==> src/rtl/tx_rx_sequencer_if.sv <==
// ---------------------------------------------------------------------------
// tx_rx_sequencer_if
// Groups the control/handshake signals of the TX/RX sequencer.
//   start       : request to begin one transfer          (master -> slave)
//   abort       : request to end the current transfer    (master -> slave)
//   rx_valid    : receiver word-valid, one word per cycle (master -> slave)
//   ctr_clr     : transmitter counter clear               (slave -> master)
//   ctr_en      : transmitter counter enable              (slave -> master)
//   conv_en_n   : active-low converter enable             (slave -> master)
//   busy        : high in every state except IDLE         (slave -> master)
//   done        : one-cycle completion pulse              (slave -> master)
//   timeout_err : sticky timeout flag                     (slave -> master)
//   word_cnt    : words received in current/last transfer (slave -> master)
// ---------------------------------------------------------------------------
interface tx_rx_sequencer_if;
    logic        start;
    logic        abort;
    logic        rx_valid;
    logic        ctr_clr;
    logic        ctr_en;
    logic        conv_en_n;
    logic        busy;
    logic        done;
    logic        timeout_err;
    logic [15:0] word_cnt;

    modport master (
        output start, abort, rx_valid,
        input  ctr_clr, ctr_en, conv_en_n, busy, done, timeout_err, word_cnt
    );

    modport slave (
        input  start, abort, rx_valid,
        output ctr_clr, ctr_en, conv_en_n, busy, done, timeout_err, word_cnt
    );
endinterface

==> src/rtl/tx_rx_sequencer.sv <==
// ---------------------------------------------------------------------------
// tx_rx_sequencer
// Sequences one transmit/receive transfer: clear the transmitter counter,
// wait, start counting, let it settle, then enable the converters and count
// receiver words until NUM_WORDS arrive or the receiver goes silent for
// TIMEOUT cycles.
// Ports:
//   clk   : system clock, rising edge
//   rst_n : synchronous active-low reset
//   bus   : control bus (slave side), see tx_rx_sequencer_if
// All outputs are registered and decoded from the next state so they move
// on the same edge as the state they belong to.
// ---------------------------------------------------------------------------
module tx_rx_sequencer #(
    parameter int CLR_CYC    = 4,
    parameter int ARM_CYC    = 5,
    parameter int SETTLE_CYC = 5,
    parameter int NUM_WORDS  = 16,
    parameter int TIMEOUT    = 64
) (
    input  logic               clk,
    input  logic               rst_n,
    tx_rx_sequencer_if.slave   bus
);

    // Phase counter sized for the longest fixed phase.
    localparam int MAX_PH = (CLR_CYC > ARM_CYC) ?
                            ((CLR_CYC > SETTLE_CYC) ? CLR_CYC : SETTLE_CYC) :
                            ((ARM_CYC > SETTLE_CYC) ? ARM_CYC : SETTLE_CYC);
    localparam int PH_W   = (MAX_PH > 1) ? $clog2(MAX_PH + 1) : 1;
    localparam int TO_W   = $clog2(TIMEOUT + 1);

    typedef enum logic [2:0] {
        S_IDLE  = 3'd0,
        S_CLEAR = 3'd1,
        S_HOLD  = 3'd2,
        S_COUNT = 3'd3,
        S_RUN   = 3'd4,
        S_DONE  = 3'd5,
        S_ERR   = 3'd6
    } state_t;

    state_t            r_state_reg, w_state_next;
    logic [PH_W-1:0]   r_ph_reg, w_ph_next;
    logic [TO_W-1:0]   r_idle_reg, w_idle_next;
    logic [15:0]       r_word_cnt_reg, w_word_cnt_next;
    logic              r_terr_reg, w_terr_next;

    logic              r_ctr_clr_reg;
    logic              r_ctr_en_reg;
    logic              r_conv_en_n_reg;
    logic              r_busy_reg;
    logic              r_done_reg;

    logic [15:0]       w_word_inc;
    assign w_word_inc = r_word_cnt_reg + 16'd1;

    // -----------------------------------------------------------------------
    // Next-state and counter logic
    // -----------------------------------------------------------------------
    always_comb begin
        w_state_next    = r_state_reg;
        w_ph_next       = r_ph_reg;
        w_idle_next     = r_idle_reg;
        w_word_cnt_next = r_word_cnt_reg;
        w_terr_next     = r_terr_reg;

        // Abort beats everything outside IDLE; word_cnt deliberately held.
        if ((r_state_reg != S_IDLE) && bus.abort) begin
            w_state_next = S_IDLE;
        end else begin
            case (r_state_reg)
                S_IDLE: begin
                    if (bus.start) begin
                        w_state_next    = S_CLEAR;
                        w_ph_next       = '0;
                        w_word_cnt_next = '0;
                        w_terr_next     = 1'b0;
                    end
                end
                S_CLEAR: begin
                    if (r_ph_reg == PH_W'(CLR_CYC - 1)) begin
                        w_state_next = S_HOLD;
                        w_ph_next    = '0;
                    end else begin
                        w_ph_next = r_ph_reg + 1'b1;
                    end
                end
                S_HOLD: begin
                    if (r_ph_reg == PH_W'(ARM_CYC - 1)) begin
                        w_state_next = S_COUNT;
                        w_ph_next    = '0;
                    end else begin
                        w_ph_next = r_ph_reg + 1'b1;
                    end
                end
                S_COUNT: begin
                    if (r_ph_reg == PH_W'(SETTLE_CYC - 1)) begin
                        w_state_next = S_RUN;
                        w_ph_next    = '0;
                        w_idle_next  = '0;
                    end else begin
                        w_ph_next = r_ph_reg + 1'b1;
                    end
                end
                S_RUN: begin
                    // A word in the same cycle as expiry counts as activity.
                    if (bus.rx_valid) begin
                        w_word_cnt_next = w_word_inc;
                        w_idle_next     = '0;
                        if (w_word_inc == 16'(NUM_WORDS)) begin
                            w_state_next = S_DONE;
                        end
                    end else if (r_idle_reg == TO_W'(TIMEOUT - 1)) begin
                        w_state_next = S_ERR;
                        w_terr_next  = 1'b1;
                    end else begin
                        w_idle_next = r_idle_reg + 1'b1;
                    end
                end
                S_DONE:  w_state_next = S_IDLE;
                S_ERR:   w_state_next = S_IDLE;
                default: w_state_next = S_IDLE;
            endcase
        end
    end

    // -----------------------------------------------------------------------
    // State, counters and registered output decode
    // -----------------------------------------------------------------------
    always_ff @(posedge clk) begin
        if (!rst_n) begin
            r_state_reg     <= S_IDLE;
            r_ph_reg        <= '0;
            r_idle_reg      <= '0;
            r_word_cnt_reg  <= '0;
            r_terr_reg      <= 1'b0;
            r_ctr_clr_reg   <= 1'b0;
            r_ctr_en_reg    <= 1'b0;
            r_conv_en_n_reg <= 1'b1;
            r_busy_reg      <= 1'b0;
            r_done_reg      <= 1'b0;
        end else begin
            r_state_reg     <= w_state_next;
            r_ph_reg        <= w_ph_next;
            r_idle_reg      <= w_idle_next;
            r_word_cnt_reg  <= w_word_cnt_next;
            r_terr_reg      <= w_terr_next;
            r_ctr_clr_reg   <= (w_state_next == S_CLEAR);
            r_ctr_en_reg    <= (w_state_next == S_COUNT) || (w_state_next == S_RUN);
            r_conv_en_n_reg <= (w_state_next != S_RUN);
            r_busy_reg      <= (w_state_next != S_IDLE);
            r_done_reg      <= (w_state_next == S_DONE);
        end
    end

    assign bus.ctr_clr     = r_ctr_clr_reg;
    assign bus.ctr_en      = r_ctr_en_reg;
    assign bus.conv_en_n   = r_conv_en_n_reg;
    assign bus.busy        = r_busy_reg;
    assign bus.done        = r_done_reg;
    assign bus.timeout_err = r_terr_reg;
    assign bus.word_cnt    = r_word_cnt_reg;

endmodule

==> src/flat_wrapper.sv <==
// flat-port wrapper written by rule: the top's interface ports become plain ports
module tx_rx_sequencer_flat 
#(
    parameter int CLR_CYC    = 4,
    parameter int ARM_CYC    = 5,
    parameter int SETTLE_CYC = 5,
    parameter int NUM_WORDS  = 16,
    parameter int TIMEOUT    = 64
)
  (clk, rst_n, bus_start, bus_abort, bus_rx_valid, bus_ctr_clr, bus_ctr_en, bus_conv_en_n, bus_busy, bus_done, bus_timeout_err, bus_word_cnt);
  tx_rx_sequencer_if bus_i ();
  input  logic clk;
  input  logic rst_n;
  input wire logic [$bits(bus_i.start)-1:0] bus_start;
  input wire logic [$bits(bus_i.abort)-1:0] bus_abort;
  input wire logic [$bits(bus_i.rx_valid)-1:0] bus_rx_valid;
  output wire logic [$bits(bus_i.ctr_clr)-1:0] bus_ctr_clr;
  output wire logic [$bits(bus_i.ctr_en)-1:0] bus_ctr_en;
  output wire logic [$bits(bus_i.conv_en_n)-1:0] bus_conv_en_n;
  output wire logic [$bits(bus_i.busy)-1:0] bus_busy;
  output wire logic [$bits(bus_i.done)-1:0] bus_done;
  output wire logic [$bits(bus_i.timeout_err)-1:0] bus_timeout_err;
  output wire logic [$bits(bus_i.word_cnt)-1:0] bus_word_cnt;
  assign bus_i.start = bus_start;
  assign bus_i.abort = bus_abort;
  assign bus_i.rx_valid = bus_rx_valid;
  assign bus_ctr_clr = bus_i.ctr_clr;
  assign bus_ctr_en = bus_i.ctr_en;
  assign bus_conv_en_n = bus_i.conv_en_n;
  assign bus_busy = bus_i.busy;
  assign bus_done = bus_i.done;
  assign bus_timeout_err = bus_i.timeout_err;
  assign bus_word_cnt = bus_i.word_cnt;
  tx_rx_sequencer #(.CLR_CYC(CLR_CYC), .ARM_CYC(ARM_CYC), .SETTLE_CYC(SETTLE_CYC), .NUM_WORDS(NUM_WORDS), .TIMEOUT(TIMEOUT)) u_core (.clk(clk), .rst_n(rst_n), .bus(bus_i));
endmodule
==> config.mk <==
export PLATFORM = sky130hd
export DESIGN_NAME = tx_rx_sequencer_flat
export DESIGN_NICKNAME = d
export VERILOG_FILES = /design/src/rtl/tx_rx_sequencer_if.sv /design/src/rtl/tx_rx_sequencer.sv /design/src/flat_wrapper.sv
export SDC_FILE = /design/constraint.sdc
export NUM_CORES = 1
export LEC_CHECK = 0
export BUFFER_PORTS_ARGS = -buffer_cell sky130_fd_sc_hd__buf_2
export CAP_MARGIN = 25
export CORE_MARGIN = 2
export CORE_UTILIZATION = 64
export CTS_BUF_LIST = sky130_fd_sc_hd__clkbuf_4
export CTS_CLUSTER_SIZE = 30
export DETAILED_ROUTE_END_ITERATION = 7
export GPL_ROUTABILITY_DRIVEN = 0
export GPL_TIMING_DRIVEN = 0
export PLACE_DENSITY = 0.87
export SETUP_SLACK_MARGIN = 0.1
export SLEW_MARGIN = 20
export SYNTH_ARGS = -nofsm -noshare
export SYNTH_HDL_FRONTEND = slang
export SYNTH_SLANG_ARGS = --single-unit
==> constraint.sdc <==
create_clock -name clk -period 5.05 [get_ports clk]
set_input_delay 0.2525 -clock clk [delete_from_list [all_inputs] [get_ports clk]]
set_output_delay 0.2525 -clock clk [all_outputs]
set_load 0.01 [all_outputs]
# Word level (Yosys, flattened, before mapping)
# Index checks and enable logic that the tools add are counted.
[totals] memories=0 latchBits=0 ff_bits=35 word_cells=70 ram_bits=0 romBits=0 inputBits=5
[op_classes] n_mul=0 eq_ne=19 n_div=0 addsub=3 reduce_logical=13 muxes=24 bitwise=1 n_lt_le_gt_ge=0 shifts=0
[op_table] operator="2-to-1 mux 3 bit" n=11
[op_table] operator="2-to-1 mux 16 bit" n=2
[op_table] operator="one-hot mux 16 bit (2 select lines)" n=1
[op_table] operator="2-to-1 mux 7 bit" n=3
[op_table] operator="adder 16 x 1 -> 16 bit (second input constant)" n=1
[op_table] operator="equality test 16 x 5 -> 1 bit (second input constant)" n=1
[op_table] operator="one-hot mux 3 bit (5 select lines)" n=1
[op_table] operator="one-hot mux 7 bit (2 select lines)" n=1
[op_table] operator="equality test 3 x 2 -> 1 bit (second input constant)" n=4
[op_table] operator="equality test 3 bit (second input constant)" n=4
[op_table] operator="one-hot mux 3 bit (3 select lines)" n=1
[op_table] operator="nonzero test 3 bit" n=3
[op_table] operator="AND reduction 4 bit" n=2
[op_table] operator="adder 7 x 1 -> 7 bit (second input constant)" n=1
[op_table] operator="equality test 7 x 6 -> 1 bit (second input constant)" n=1
[op_table] operator="equality test 3 x 1 -> 1 bit (second input constant)" n=2
[op_table] operator="inequality test 2 bit (second input constant)" n=3
[op_table] operator="inequality test 3 bit (second input constant)" n=2
[op_table] operator="AND reduction 5 bit" n=1
[op_table] operator="inequality test 2 x 1 -> 1 bit (second input constant)" n=2
[op_table] operator="nonzero test 2 bit" n=2
[op_table] operator="adder 3 x 1 -> 3 bit (second input constant)" n=1
[op_table] operator="logical NOT 3 bit" n=1
[op_table] operator="2-to-1 mux 1 bit" n=3
[op_table] operator="6 further kinds" n=6

# Depth between registers and ports, before layout
[depth] depth_word=8 ltp_mapped=9 ltp_nobuf=8

# Least setup slack after synthesis
# OpenSTA, ideal clock, no wires.
[synth_path] kind="register to register" startpoint="reg u_core.r_word_cnt_reg[0], in the netlist u_core.bus.word_cnt[0]" endpoint="reg u_core.r_done_reg, in the netlist u_core.bus.done" setup_slack_ns=2.709 path_stages_with_launch=8 n_path_buf=1 setup_ns=0.104 t_arrival_ns=2.237 path_cell_list="dfxtp_1 > ha_1 > buf_2 > nand3_1 > nor4_1 > xor2_1 > or4_1 > a2111oi_2"
[synth_between] elab_chain_len=7
[synth_lines] item="from (decl)" line="tx_rx_sequencer.sv:46" source="logic [15:0] r_word_cnt_reg, w_word_cnt_next;"
[synth_lines] item="from (signal assigned)" line="tx_rx_sequencer.sv:147" source="r_word_cnt_reg <= w_word_cnt_next;"
[synth_lines] item="adder 16 x 1 -> 16 bit" line="tx_rx_sequencer.sv:56" source="assign w_word_inc = r_word_cnt_reg + 16'd1;"
[synth_lines] item="equality test 16 x 5 -> 1 bit" line="tx_rx_sequencer.sv:111" source="if (w_word_inc == 16'(NUM_WORDS)) begin"
[synth_lines] item="2-to-1 mux 3 bit" line="tx_rx_sequencer.sv:111"
[synth_lines] item="2-to-1 mux 3 bit" line="tx_rx_sequencer.sv:108" source="if (bus.rx_valid) begin"
[synth_lines] item="one-hot mux 3 bit (5 select lines)" line="tx_rx_sequencer.sv:72" source="case (r_state_reg)"
[synth_lines] item="2-to-1 mux 3 bit" line="tx_rx_sequencer.sv:69" source="if ((r_state_reg != S_IDLE) && bus.abort) begin"
[synth_lines] item="equality test 3 bit" line="tx_rx_sequencer.sv:153" source="r_done_reg <= (w_state_next == S_DONE);"
[synth_lines] item="to (signal assigned)" line="tx_rx_sequencer.sv:153"
[synth_lines] item="to (decl)" line="tx_rx_sequencer.sv:53" source="logic r_done_reg;"
# No other way between the ends.
# A chain may end at the register's enable or synchronous reset.

# Worst setup path in the final report
# Ends and elaborated chain as after synthesis.

==> results.cfg <==
[drt]
number_of_nets_with_antenna_violations_after_routing = 0
per_cell_via_count_in_the_routed_design = 6.25
1st_iter_drt_viols = 147
route.detailed.wl_per_inst_um = 14.4
number_of_detailed_routing_iterations_run_before_antenna_repair = 5
vias = 1988
drc_viols = 0
drt-total-wl_mm = 4.57

[worst_setup_path]
worstPathArrival_ns = 2.90
crit_path_end = u_core.bus.done
critical_path.startpoint_type = register
timing.rr.end = u_core.bus.done
path_max_fanout = 9
cp-end-kind = register
rr_startpoint = u_core.bus.word_cnt[0]
cp.required_ns = 5.31
worstSetupPathType = register to register
worst-r2r-setup-slack_ns = 2.41
rr_worst_depth = 7
critical_path.startpoint = u_core.bus.word_cnt[0]

[finish]
layout.cells.non_filler = 318
layout_commonest_cell = sky130_fd_sc_hd__dfxtp_1
number_of_flip_flops_under_the_largest_register_name = 16
commonest_non_fill_non_tap_cells_in_the_layout = 35 x sky130_fd_sc_hd__dfxtp_1, 29 x sky130_fd_sc_hd__buf_2, 26 x sky130_fd_sc_hd__nor2_1
post_route_cells_drive_above_1_share_pct = 16.5
final.fill_count = 232
layout.area.seq_sq_um = 701
final_design_area_no_fill_sq_mm = 0.00224
synthToLayoutAreaGrowth_pct = 12.7
multi_input_area_sq_mm = 0.00117
finish.net_count = 295
antenna-diode-count = 0

[sta]
relSlewSlack_pct = 54.2
tns_ns = 0
grt_setup_unrepaired = no
fin_crit_ns = 2.64
hold_violations = 0
max_slew_violation_total_from_the_final_report = 0
part_of_the_cycle_the_worst_path_needs_pct = 52.3
final-setup-viol-count = 0
max_freq_ghz = 0.378
fin_worst_skew_ns = 0.0122
max_slew.worst_pin.slew_ns = 0.681

[yosys]
synth_edf_count = 0
yosysSeqAreaShare_pct = 35.3
synth_top_area_share_pct = 35.3
synth_cells = 251
asyncSetResetFlopFracSynth_pct = 0
synth.top_cells.by_area = sky130_fd_sc_hd__dfxtp_1 35%, sky130_fd_sc_hd__a21oi_1 6.0%, sky130_fd_sc_hd__nor2_1 4.9%, sky130_fd_sc_hd__nand2_1 4.0%, sky130_fd_sc_hd__ha_1 3.8%
syn_avg_cell_area_sq_um = 7.92
syn-cell-area_sq_mm = 0.00199
synth_cell_type_count = 47
ys_ff_latch = 35
yosys_most_used_dff = sky130_fd_sc_hd__dfxtp_1
synth.net_count = 262
number_of_warnings_issued_by_yosys = 0
yosysTopAreaCell = sky130_fd_sc_hd__dfxtp_1

[grt]
grt_overflow = 0
global_route_wire_length_before_repair_mm = 7.48
grt.total_usage_pct = 27.8
antenna_found_initial = 0
grt_max_degree = 13
first_global_vias = 1694

[power_and_ir_drop]
highest_ir_drop_seen_on_vdd_v = 0.000165
power_switching_share_pct = 24.6
comb_power_share_pct = 6.6
share_clk_of_total_power_pct = 40.0
power.internal_uw = 395
power_switching_uw = 129
seq_power_share_pct = 53.5
power_density_over_cell_area_mw_per_mm2 = 234
totalPowerFinal_uw = 523
leakage_uw = 0.000906

[status]
status = finished, final reports clean

[placement]
place_area_sq_mm = 0.00216
placement.io_buffers = 26
numPlacedInstances = 310
detailedPlacementHpwl_mm = 3.18

[floorplanning]
core-area_sq_mm = 0.00300
die_h_um = 59.7
die_area_sq_mm = 0.00357
ioPinCount = 27
die_width_um = 59.7
fp-row-count = 20
floorplan.initialDensity_pct = 66.2

[cts]
cts_sinks = 35
number_of_gates_given_a_new_drive_strength_after_cts = 0
path_clk_slew_ns = 0.12
cts_tree = yes
insertion_delay_ns = 0.36
cts-root-buf = sky130_fd_sc_hd__clkbuf_4
cts-htree-levels = 2
cts.hold.buffers_added = 0
cts_post_setup_buffers_inserted = 0
cts_max_path_buffers = 2
tritoncts.num_buffers = 5

[flow_run]
max_cap_viol_count = 0

[hold_path]
min_from = rst_n
hold_path_class = primary input to register
worst min-delay path by stage:
stage | slack, ns | endpoint | depth (start not counted)
floorplan | 0.38 | u_core.r_idle_reg[6] | 2
global placement | 0.42 | u_core.r_idle_reg[6] | 2
detailed placement | 0.43 | u_core.r_idle_reg[6] | 2
CTS | 0.17 | u_core.r_idle_reg[6] | 3
global route | 0.17 | u_core.r_idle_reg[6] | 3
finish | 0.17 | u_core.r_idle_reg[6] | 3
cell families after synthesis:
logic type	share of synthesized area (%)
flops	35.3
xor+xnor	3.09
simple gates	28.0
fa+ha+maj	3.78
mux	1.26
compound gates	22.7
buf+inv	5.92
layout make-up:
type	instances	area share, %
buffer	15	3.41
inverter	11	1.84
clock buffer	5	1.68
sequential	35	31.3
timing repair buffer	26	5.81
tap	33	1.84
multi-input combinational	190	52.2
clock inverter	3	1.96
layer usage:
metal | vias up | global-route usage [%] | part of all wire (%) | routed length [um]
met3 | 8 | 6.28 | 5.9 | 269
met2 | 62 | 43.6 | 47 | 2150
li1 | 991 | - | - | -
met4 | 0 | 12.4 | 1.6 | 74
met5 | - | 0 | 0 | 0
met1 | 927 | 36.4 | 45 | 2070
power groups by stage:
stage	sequential (uW)	clock (uW)	combinational (uW)
floorplan	286	0	22.0
global placement	286	0	33.5
detailed placement	286	0	34.1
CTS	280	211	34.0
global route	280	224	38.0
finish	280	209	34.4
critical path, stage by stage, from the launching register on:
cell and delay [ns]:
sky130_fd_sc_hd__dfxtp_1 0.50, sky130_fd_sc_hd__ha_1 0.19, sky130_fd_sc_hd__buf_2 0.18, sky130_fd_sc_hd__nand3_1 0.20, sky130_fd_sc_hd__nor4_1 0.56, sky130_fd_sc_hd__xor2_1 0.15, sky130_fd_sc_hd__or4_1 0.56, sky130_fd_sc_hd__a2111oi_2 0.22
stage by stage:
stage	util, %	worst slack [ns]	hold WS, ns
finish	74.6	2.41	0.175
floorplan	-	2.71	0.375
CTS	74.6	2.41	0.172
global route	74.6	2.14	0.173
detailed placement	71.9	2.47	0.426
global placement	71.9	2.44	0.421
cell usage after synthesis (all sizes together), types with 6 or more instances:
| cell | count |
|---|---|
| a21oi | 24 |
| a22oi | 6 |
| a31oi | 6 |
| clkbuf | 10 |
| dfxtp | 35 |
| ha | 6 |
| inv | 11 |
| nand2 | 22 |
| nand3 | 11 |
| nor2 | 27 |
| nor3 | 9 |
| o21ai | 15 |
No activity file was read; power rests on OpenSTA's default activity.
